<file path="src/rtl/alu_iter.sv">
// Execute-stage ALU, iterative shifter; optional flush input under ALU_ITER_FLUSH_EN.
// Latency: 1 cycle for logic/arith/compare, 1 + ceil(shamt/SHIFT_STEP) for shifts.
// Backpressure: in_ready only in IDLE; result held in DONE until out_ready.
module alu_iter #(
   parameter int DATA_WIDTH = 32,
   parameter int SHIFT_STEP = 1
) (
   input  logic                  clk,
   input  logic                  reset,
   input  logic                  in_valid,
   output logic                  in_ready,
   input  logic [3:0]            Operation,
   input  logic [DATA_WIDTH-1:0] SrcA,
   input  logic [DATA_WIDTH-1:0] SrcB,
   output logic                  out_valid,
   input  logic                  out_ready,
   output logic [DATA_WIDTH-1:0] ALUResult,
   output logic                  Zero
`ifdef ALU_ITER_FLUSH_EN
   ,
   input  logic                  flush
`endif
);

   localparam int SW = $clog2(DATA_WIDTH);
   localparam logic [SW:0] STEP = (SW+1)'(SHIFT_STEP);

   localparam logic [3:0] OP_AND = 4'b0000;
   localparam logic [3:0] OP_OR  = 4'b0001;
   localparam logic [3:0] OP_ADD = 4'b0010;
   localparam logic [3:0] OP_SLL = 4'b0100;
   localparam logic [3:0] OP_SRL = 4'b0101;
   localparam logic [3:0] OP_SUB = 4'b0110;
   localparam logic [3:0] OP_SRA = 4'b0111;
   localparam logic [3:0] OP_EQ  = 4'b1000;
   localparam logic [3:0] OP_SLT = 4'b1100;

   typedef enum logic [1:0] {IDLE, SHIFT, DONE} state_t;
   typedef enum logic [1:0] {SK_SLL, SK_SRL, SK_SRA} shift_kind_t;

   state_t                state;
   shift_kind_t           kind;
   shift_kind_t           kind_in;
   logic [SW-1:0]         cnt;
   logic [SW-1:0]         cnt_next;
   logic [SW:0]           step_d;
   logic [SW-1:0]         shamt;
   logic                  is_shift;
   logic                  flush_i;
   logic [DATA_WIDTH-1:0] result;
   logic [DATA_WIDTH-1:0] alu_res;
   logic [DATA_WIDTH-1:0] shift_res;

`ifdef ALU_ITER_FLUSH_EN
   assign flush_i = flush;
`else
   assign flush_i = 1'b0;
`endif

   assign in_ready  = (state == IDLE) && !reset;
   assign out_valid = (state == DONE);
   assign ALUResult = result;
   assign Zero      = (result == '0);
   assign shamt     = SrcB[SW-1:0];

   always_comb begin
      alu_res = '0;
      case (Operation)
         OP_AND:  alu_res = SrcA & SrcB;
         OP_OR:   alu_res = SrcA | SrcB;
         OP_ADD:  alu_res = SrcA + SrcB;
         OP_SUB:  alu_res = SrcA - SrcB;
         OP_EQ:   alu_res = {{(DATA_WIDTH-1){1'b0}}, (SrcA == SrcB)};
         OP_SLT:  alu_res = {{(DATA_WIDTH-1){1'b0}}, ($signed(SrcA) < $signed(SrcB))};
         default: alu_res = '0;
      endcase
   end

   always_comb begin
      is_shift = 1'b1;
      kind_in  = SK_SLL;
      case (Operation)
         OP_SLL:  kind_in = SK_SLL;
         OP_SRL:  kind_in = SK_SRL;
         OP_SRA:  kind_in = SK_SRA;
         default: is_shift = 1'b0;
      endcase
   end

   // One iteration moves at most STEP bits; the final one may be shorter.
   always_comb begin
      if ({1'b0, cnt} < STEP) step_d = {1'b0, cnt};
      else                    step_d = STEP;
      cnt_next = cnt - step_d[SW-1:0];
      case (kind)
         SK_SRL:  shift_res = result >> step_d;
         SK_SRA:  shift_res = $unsigned($signed(result) >>> step_d);
         default: shift_res = result << step_d;
      endcase
   end

   always_ff @(posedge clk) begin
      if (reset) begin
         state  <= IDLE;
         result <= '0;
         cnt    <= '0;
         kind   <= SK_SLL;
      end else if (flush_i) begin
         state <= IDLE;
         cnt   <= '0;
      end else begin
         case (state)
            IDLE: begin
               if (in_valid) begin
                  if (is_shift) begin
                     result <= SrcA;
                     cnt    <= shamt;
                     kind   <= kind_in;
                     state  <= (shamt == '0) ? DONE : SHIFT;
                  end else begin
                     result <= alu_res;
                     state  <= DONE;
                  end
               end
            end
            SHIFT: begin
               result <= shift_res;
               cnt    <= cnt_next;
               if (cnt_next == '0) state <= DONE;
            end
            DONE: begin
               if (out_ready) state <= IDLE;
            end
            default: state <= IDLE;
         endcase
      end
   end

endmodule

</file>
<file path="config.mk">
export PLATFORM = sky130hd
export DESIGN_NAME = alu_iter
export DESIGN_NICKNAME = d
export VERILOG_FILES = /design/src/rtl/alu_iter.sv
export SDC_FILE = /design/constraint.sdc
export NUM_CORES = 1
export LEC_CHECK = 0
export BUFFER_PORTS_ARGS = -buffer_cell sky130_fd_sc_hd__buf_2
export CAP_MARGIN = 20
export CORE_ASPECT_RATIO = 1.25
export CORE_MARGIN = 3
export CORE_UTILIZATION = 35
export CTS_CLUSTER_DIAMETER = 80
export DETAILED_ROUTE_END_ITERATION = 10
export PLACE_DENSITY = 0.53
export SYNTH_ARGS = -nofsm -noshare
export SYNTH_HDL_FRONTEND = slang
export SYNTH_SLANG_ARGS = --single-unit
</file>
<file path="constraint.sdc">
create_clock -name clk -period 8.8 [get_ports clk]
set_clock_uncertainty 0.2 [all_clocks]
set_input_delay 0.44 -clock clk [delete_from_list [all_inputs] [get_ports clk]]
set_output_delay 0.44 -clock clk [all_outputs]
set_load 0.01 [all_outputs]
</file>
==> impl_metrics.py, run 1 <==
metrics = {
    "cells_and_area": {
        "layout-drive-gt1-share": 0.127,
        "area_growth_pct": 11.5,
        "fin_nets": 1392,
        "diodes": 0,
        "fin_util": 0.400,
    },
    "synth": {
        "synth_area_leaders": "ha_1 (16%), dfxtp_1 (11%), a21oi_1 (7.0%), nor2_1 (6.6%), inv_1 (5.2%)",
        "netlist.area_leader.share": 0.164,
        "yosys_most_used_dff": "dfxtp_1",
        "syn_area_per_cell_sq_um": 6.68,
        "syn_inst": 1165,
        "ys_types": 74,
        "yosysMostFrequentCell": "nor2_1",
        "yosysSeqAreaShare": 0.106,
        "async_reset_ff_frac": 0,
        "synth-edff-count": 0,
        "synth_warnings": 0,
        "synth_largest_area_cell": "ha_1",
        "synthesis.area_sq_um": 7780,
        "synth_seq_cells": 41,
        "yosys-top-cells-count": "nor2_1 (136), a21oi_1 (109), inv_1 (107), nand2_1 (106), ha_1 (102)",
        "syn-num-nets": 1341,
    },
    "die": {
        "design.core.area_sq_um": 21700,
        "die_w_microns": 139,
        "start_util": 0.359,
        "rows": 60,
        "io_pins": 107,
        "die_area_sq_um": 24100,
        "die_y_microns": 173,
    },
    "route": {
        "vias": 9058,
        "routed_wirelength_mm": 29.8,
        "drt-pass1-iter-count": 5,
        "ant_nets": 0,
        "drc": 0,
        "post_drt_wl_per_cell_microns": 19.9,
        "vias_per_cell": 6.05,
        "drtIter0Drc": 885,
    },
    "sta": {
        "period_needed_ns": 3.96,
        "clock.fmax_mhz": 253,
        "fin_tns_setup_ns": 0,
        "max_slew_margin": 0.323,
        "setup_violations": 0,
        "hold_ws_ns": 0.285,
        "rsz0062_at_grt": "no",
        "fin_crit_sh": 0.450,
        "tightest_slew_ns": 1.01,
        "hold_viol": 0,
        "slew_viol_final": 0,
    },
    "setup_path": {
        "criticalPathCategory": "primary input to flip-flop",
        "end_kind": "flip-flop",
        "worstPathArrival_ns": 3.98,
        "setup.worst_path.start_class": "primary input",
        "path_max_fanout": 5,
        "worstPathRequired_ns": 8.82,
    },
    "power": {
        "ir_drop_mv": 0.141,
        "power_density_nw_per_um2": 140,
        "power_mw": 1.22,
        "p_leak_nw": 3.87,
    },
    "placement": {
        "io_buffers": 106,
        "gp_congestion": 0.946,
        "post-dp-hpwl_mm": 22.6,
    },
    "grt": {
        "grt_pass1_vias": 8379,
        "track_usage": 0.236,
        "antenna_found_initial": 1,
        "grt-busiest-layer": "met2",
        "grt_use_met1": 0.334,
        "grt_max_degree": 38,
        "gr-total-overflow": 0,
        "grt_use_met2": 0.388,
        "grt_pass1_wl_mm": 47.1,
        "grtUsageMet3": 0.0243,
    },
    "clock_network": {
        "h-tree-depth": 2,
        "clkSinkCount": 41,
        "cts_tree": "yes",
        "post-cts-setup-buffers": 0,
        "hold_buffers": 0,
        "clk_latency_ns": 0.29,
        "path_clk_slew_ns": 0.07,
        "cts_buffer_depth": 2,
        "numCtsBuffers": 5,
        "cts_root_buffer": "clkbuf_16",
        "cts_resized": 0,
    },
    "worst_hold_path": {
        "hold_path.class": "primary input to flip-flop",
    },
    "run": {
        "max-cap-violations": 0,
    },
    "run_status": {
        "status": "complete, no violations",
    },
}
-- final timing paths --
check	from	cells after the start	endpoint	slack [ns]
setup / recovery	SrcB[0]	11	ALUResult[30]	4.84
hold / removal	Operation[0]	3	kind[0]	0.28
hold reg to reg	ALUResult[18]	2	ALUResult[18]	0.30
setup reg to reg	kind[0]	10	ALUResult[29]	5.67
-- area by class of cell --
cell class / count / area (sq um)
multi-input cells: 935 / 6260
clock buffers: 7 / 143
fillers: 2373 / 13000
clock inverters: 1 / 30.0
flip-flops and latches: 41 / 821
repair buffers: 124 / 666
well taps: 279 / 349
inverters: 109 / 409
-- sequential cells by signal, indices dropped and copies added (netlist names) --
name / flops
ALUResult: 32
state: 2
kind: 2
cnt: 5
-- kinds of logic (layout without fill, tap and decap cells) --
family / Yosys count / in the layout / share of synthesized area
mux: 7 / 7 / 0.00901
flops: 41 / 41 / 0.106
fa+ha+maj: 104 / 104 / 0.169
xor+xnor: 2 / 2 / 0.00225
simple gates: 380 / 380 / 0.226
compound gates: 442 / 442 / 0.395
buf+inv: 189 / 241 / 0.0923
-- per-layer routing --
metal | vias to the layer above | part of all wire | wire (microns)
met5 | - | 0.00040 | 12
met4 | 2 | 0.019 | 572
met3 | 47 | 0.062 | 1850
met2 | 332 | 0.46 | 13700
met1 | 4289 | 0.46 | 13600
li1 | 4388 | - | -
-- layout by cell type (no fill, tap or decap), drive strengths merged, types with 6 or more instances in the layout --
| cell | n |
|---|---|
| nand4 | 9 |
| o31ai | 20 |
| or3 | 7 |
| a21boi | 10 |
| inv | 107 |
| nand2b | 16 |
| a221o | 11 |
| nor4 | 21 |
| a211o | 7 |
| nand2 | 106 |
| o221ai | 15 |
| nor2 | 136 |
| o22ai | 22 |
| a21oi | 109 |
| o211ai | 23 |
| o31a | 6 |
| dfxtp | 41 |
| o2111ai | 10 |
| ha | 102 |
| nor2b | 15 |
| nand3 | 17 |
| a211oi | 23 |
| o311a | 6 |
| a22oi | 10 |
| mux2i | 7 |
| a21o | 17 |
| o21bai | 12 |
| a221oi | 19 |
| nor3 | 24 |
| clkbuf | 7 |
| o21ai | 57 |
| a2111oi | 6 |
| a31oi | 11 |
| buf | 124 |
-- power breakdown --
part	internal (mW)	switching [mW]	leakage [nW]	total [mW]
sequential	0.218	0.0537	0.337	0.272
clock	0.142	0.0829	0.0841	0.225
combinational	0.258	0.463	3.45	0.721
total	0.618	0.599	3.87	1.22
-- per-stage QoR --
stage / area [sq um] / instances / setup slack, ns
6_report: 8680 / 1496 / 4.84
5_1_grt: 8680 / 1496 / 4.70
4_1_cts: 8680 / 1496 / 4.90
3_5_place_dp: 8500 / 1488 / 4.60
3_3_place_gp: 8500 / 1488 / 4.58
2_1_floorplan: 7780 / 1165 / 5.25
-- worst max-delay path: stages --
cell and delay, ns:
buf_2 0.15, ha_1 0.23, fa_1 0.44, a21oi_1 0.26, o211a_1 0.26, nor2_1 0.11
o31ai_1 0.71, o31ai_1 0.29, a31oi_1 0.29, or4b_2 0.61, a31oi_1 0.18
No activity file was read; power rests on OpenSTA's default activity.
==> run 2: changes to the inputs <==
Settings changed: PLACE_DENSITY 0.53 to 0.55.
Clock period 8.8 ns to 3.4 ns, I/O delays scaled along.
==> run 2 against run 1 <==
  * Sequential cell count stayed put
  * First-iteration DRC count is 7.6% lower
  * Power grew to 2.8 times the previous value
  * Non-clock buffer count is 113 higher
  * Worst hold slack worse by 0.27 ns
  * Design area is 10% higher
  * Wire length is 6.2% higher
  * Die area stayed put
  * Critical path depth is 2 higher
  * Combinational power grew to 2.9 times the previous value
  * Critical path type unchanged
==> impl_metrics.py, run 2 (synthesis gave the netlist of run 1 again) <==
metrics = {
    "run_status": {
        "status": "complete, no violations",
    },
    "route": {
        "ant_nets": 0,
        "drt-pass1-iter-count": 5,
        "drc": 0,
        "routed_wirelength_mm": 31.6,
        "vias": 9458,
        "drtIter0Drc": 818,
        "vias_per_cell": 5.88,
        "post_drt_wl_per_cell_microns": 19.7,
    },
    "setup_path": {
        "reg2reg_to": "ALUResult[30]",
        "r2r_slack_ns": 0.55,
        "rr_worst_depth": 8,
        "worstPathRequired_ns": 3.37,
        "path_max_fanout": 5,
        "r2r-start": "state[1]",
        "setup.worst_path.start_class": "primary input",
        "worstPathArrival_ns": 3.13,
        "criticalPathCategory": "primary input to flip-flop",
        "end_kind": "flip-flop",
    },
    "worst_hold_path": {
        "min-delay-start": "Operation[0]",
        "hold_path.class": "primary input to flip-flop",
        "hold-path-cell-count": 3,
        "hold-path-endpoint": "kind[0]",
    },
    "sta": {
        "hold_ws_ns": 0.0177,
        "clock.fmax_mhz": 317,
        "fin_crit_sh": 0.929,
        "tightest_slew_ns": 0.627,
        "slew_viol_final": 0,
        "period_needed_ns": 3.16,
        "setup_violations": 0,
        "hold_viol": 0,
        "rsz0062_at_grt": "no",
        "max_slew_margin": 0.580,
    },
    "power": {
        "combPwrFrac": 0.617,
        "power_mw": 3.39,
        "p_sw_mw": 1.63,
        "ir_drop_mv": 0.294,
        "seqPwrFrac": 0.208,
        "clkPwrFrac": 0.174,
        "power_density_nw_per_um2": 355,
        "swShare": 0.480,
        "p_leak_nw": 4.42,
        "p_int_mw": 1.76,
    },
    "placement": {
        "placedCellCount": 1601,
        "post-dp-hpwl_mm": 25.1,
        "io_buffers": 106,
        "gp_congestion": 0.964,
    },
    "cells_and_area": {
        "final_common_cell": "nor2_1",
        "final_cell_mix": "nor2_1 (135), buf_4 (130), a21oi_1 (109), inv_1 (107)",
        "fin_nets": 1505,
        "stdcell_count": 1609,
        "area_growth_pct": 22.8,
        "fin_util": 0.440,
        "layout-drive-gt1-share": 0.203,
        "diodes": 0,
        "largest_register_ffs": 32,
    },
    "clock_network": {
        "hold_buffers": 0,
        "cts_buffer_depth": 2,
        "clk_latency_ns": 0.29,
        "cts_resized": 0,
        "cts_root_buffer": "clkbuf_16",
        "numCtsBuffers": 5,
        "clkSinkCount": 41,
        "path_clk_slew_ns": 0.07,
        "cts_tree": "yes",
        "post-cts-setup-buffers": 0,
        "h-tree-depth": 2,
    },
    "die": {
        "io_pins": 107,
        "rows": 60,
        "die_area_sq_um": 24100,
        "design.core.area_sq_um": 21700,
        "die_w_microns": 139,
        "die_y_microns": 173,
        "start_util": 0.359,
    },
    "grt": {
        "antenna_found_initial": 3,
        "grt_max_degree": 35,
        "track_usage": 0.248,
        "grt_pass1_vias": 8913,
        "gr-total-overflow": 0,
        "grt_pass1_wl_mm": 49.0,
    },
    "run": {
        "max-cap-violations": 0,
    },
}
## run 2: cell types whose count changed in the layout (fill, tap and decap cells not counted), sizes merged
cell / delta
clkbuf: -1
clkinvlp: +1
buf: +113
## run 2: cell type report
cell class / instances / area, sq um
Fill cell: 2361 / 12100
Multi-Input combinational cell: 935 / 6270
Timing Repair Buffer: 237 / 1530
Sequential cell: 41 / 821
Inverter: 109 / 409
Tap cell: 279 / 349
Clock buffer: 6 / 139
Clock inverter: 2 / 37.5
## run 2: worst max path at each step
stage | depth (start not counted) | slack [ns] | startpoint | endpoint
6_report | 13 | 0.24 | SrcB[14] | ALUResult[24]
5_1_grt | 16 | 0.05 | SrcA[3] | ALUResult[25]
4_1_cts | 14 | 0.07 | SrcA[4] | ALUResult[17]
3_5_place_dp | 14 | -0.21 | SrcA[4] | ALUResult[17]
3_3_place_gp | 14 | -0.13 | SrcA[4] | ALUResult[17]
2_1_floorplan | 11 | 0.12 | SrcA[14] | ALUResult[30]
## run 2: through the flow
step           worst slack, ns  instance area [sq um]  setup TNS, ns
6_report                 0.243                   9550              0
5_1_grt                 0.0524                   9550              0
4_1_cts                 0.0732                   9540              0
3_5_place_dp            -0.211                   9360         -0.383
3_3_place_gp            -0.126                   9360         -0.142
2_1_floorplan            0.123                   7780              0
## run 2: worst max-delay path, stage by stage
cell     delay [ns]
buf_2          0.09
inv_1          0.05
ha_1           0.29
or4_4          0.55
or3_4          0.40
o311a_4        0.40
buf_4          0.16
a21oi_1        0.22
buf_4          0.18
o21ai_0        0.10
and4_1         0.22
o31ai_1        0.23
nand2_1        0.08
## run 2: power groups by stage
stage                     Combinational [mW]  Sequential [mW]  Clock (mW)
final                                   2.09            0.706       0.591
after global routing                    2.28            0.719       0.615
after CTS                               2.06            0.703       0.596
after detailed placement                2.05            0.714           0
after global placement                  2.05            0.712           0
after floorplan                         1.25            0.694           0
## run 2: per-layer routing
layer	global-route usage	routed length (microns)
met3	0.0224	2180
met1	0.342	13900
met2	0.421	14900
met4	0.0538	568
met5	0	25
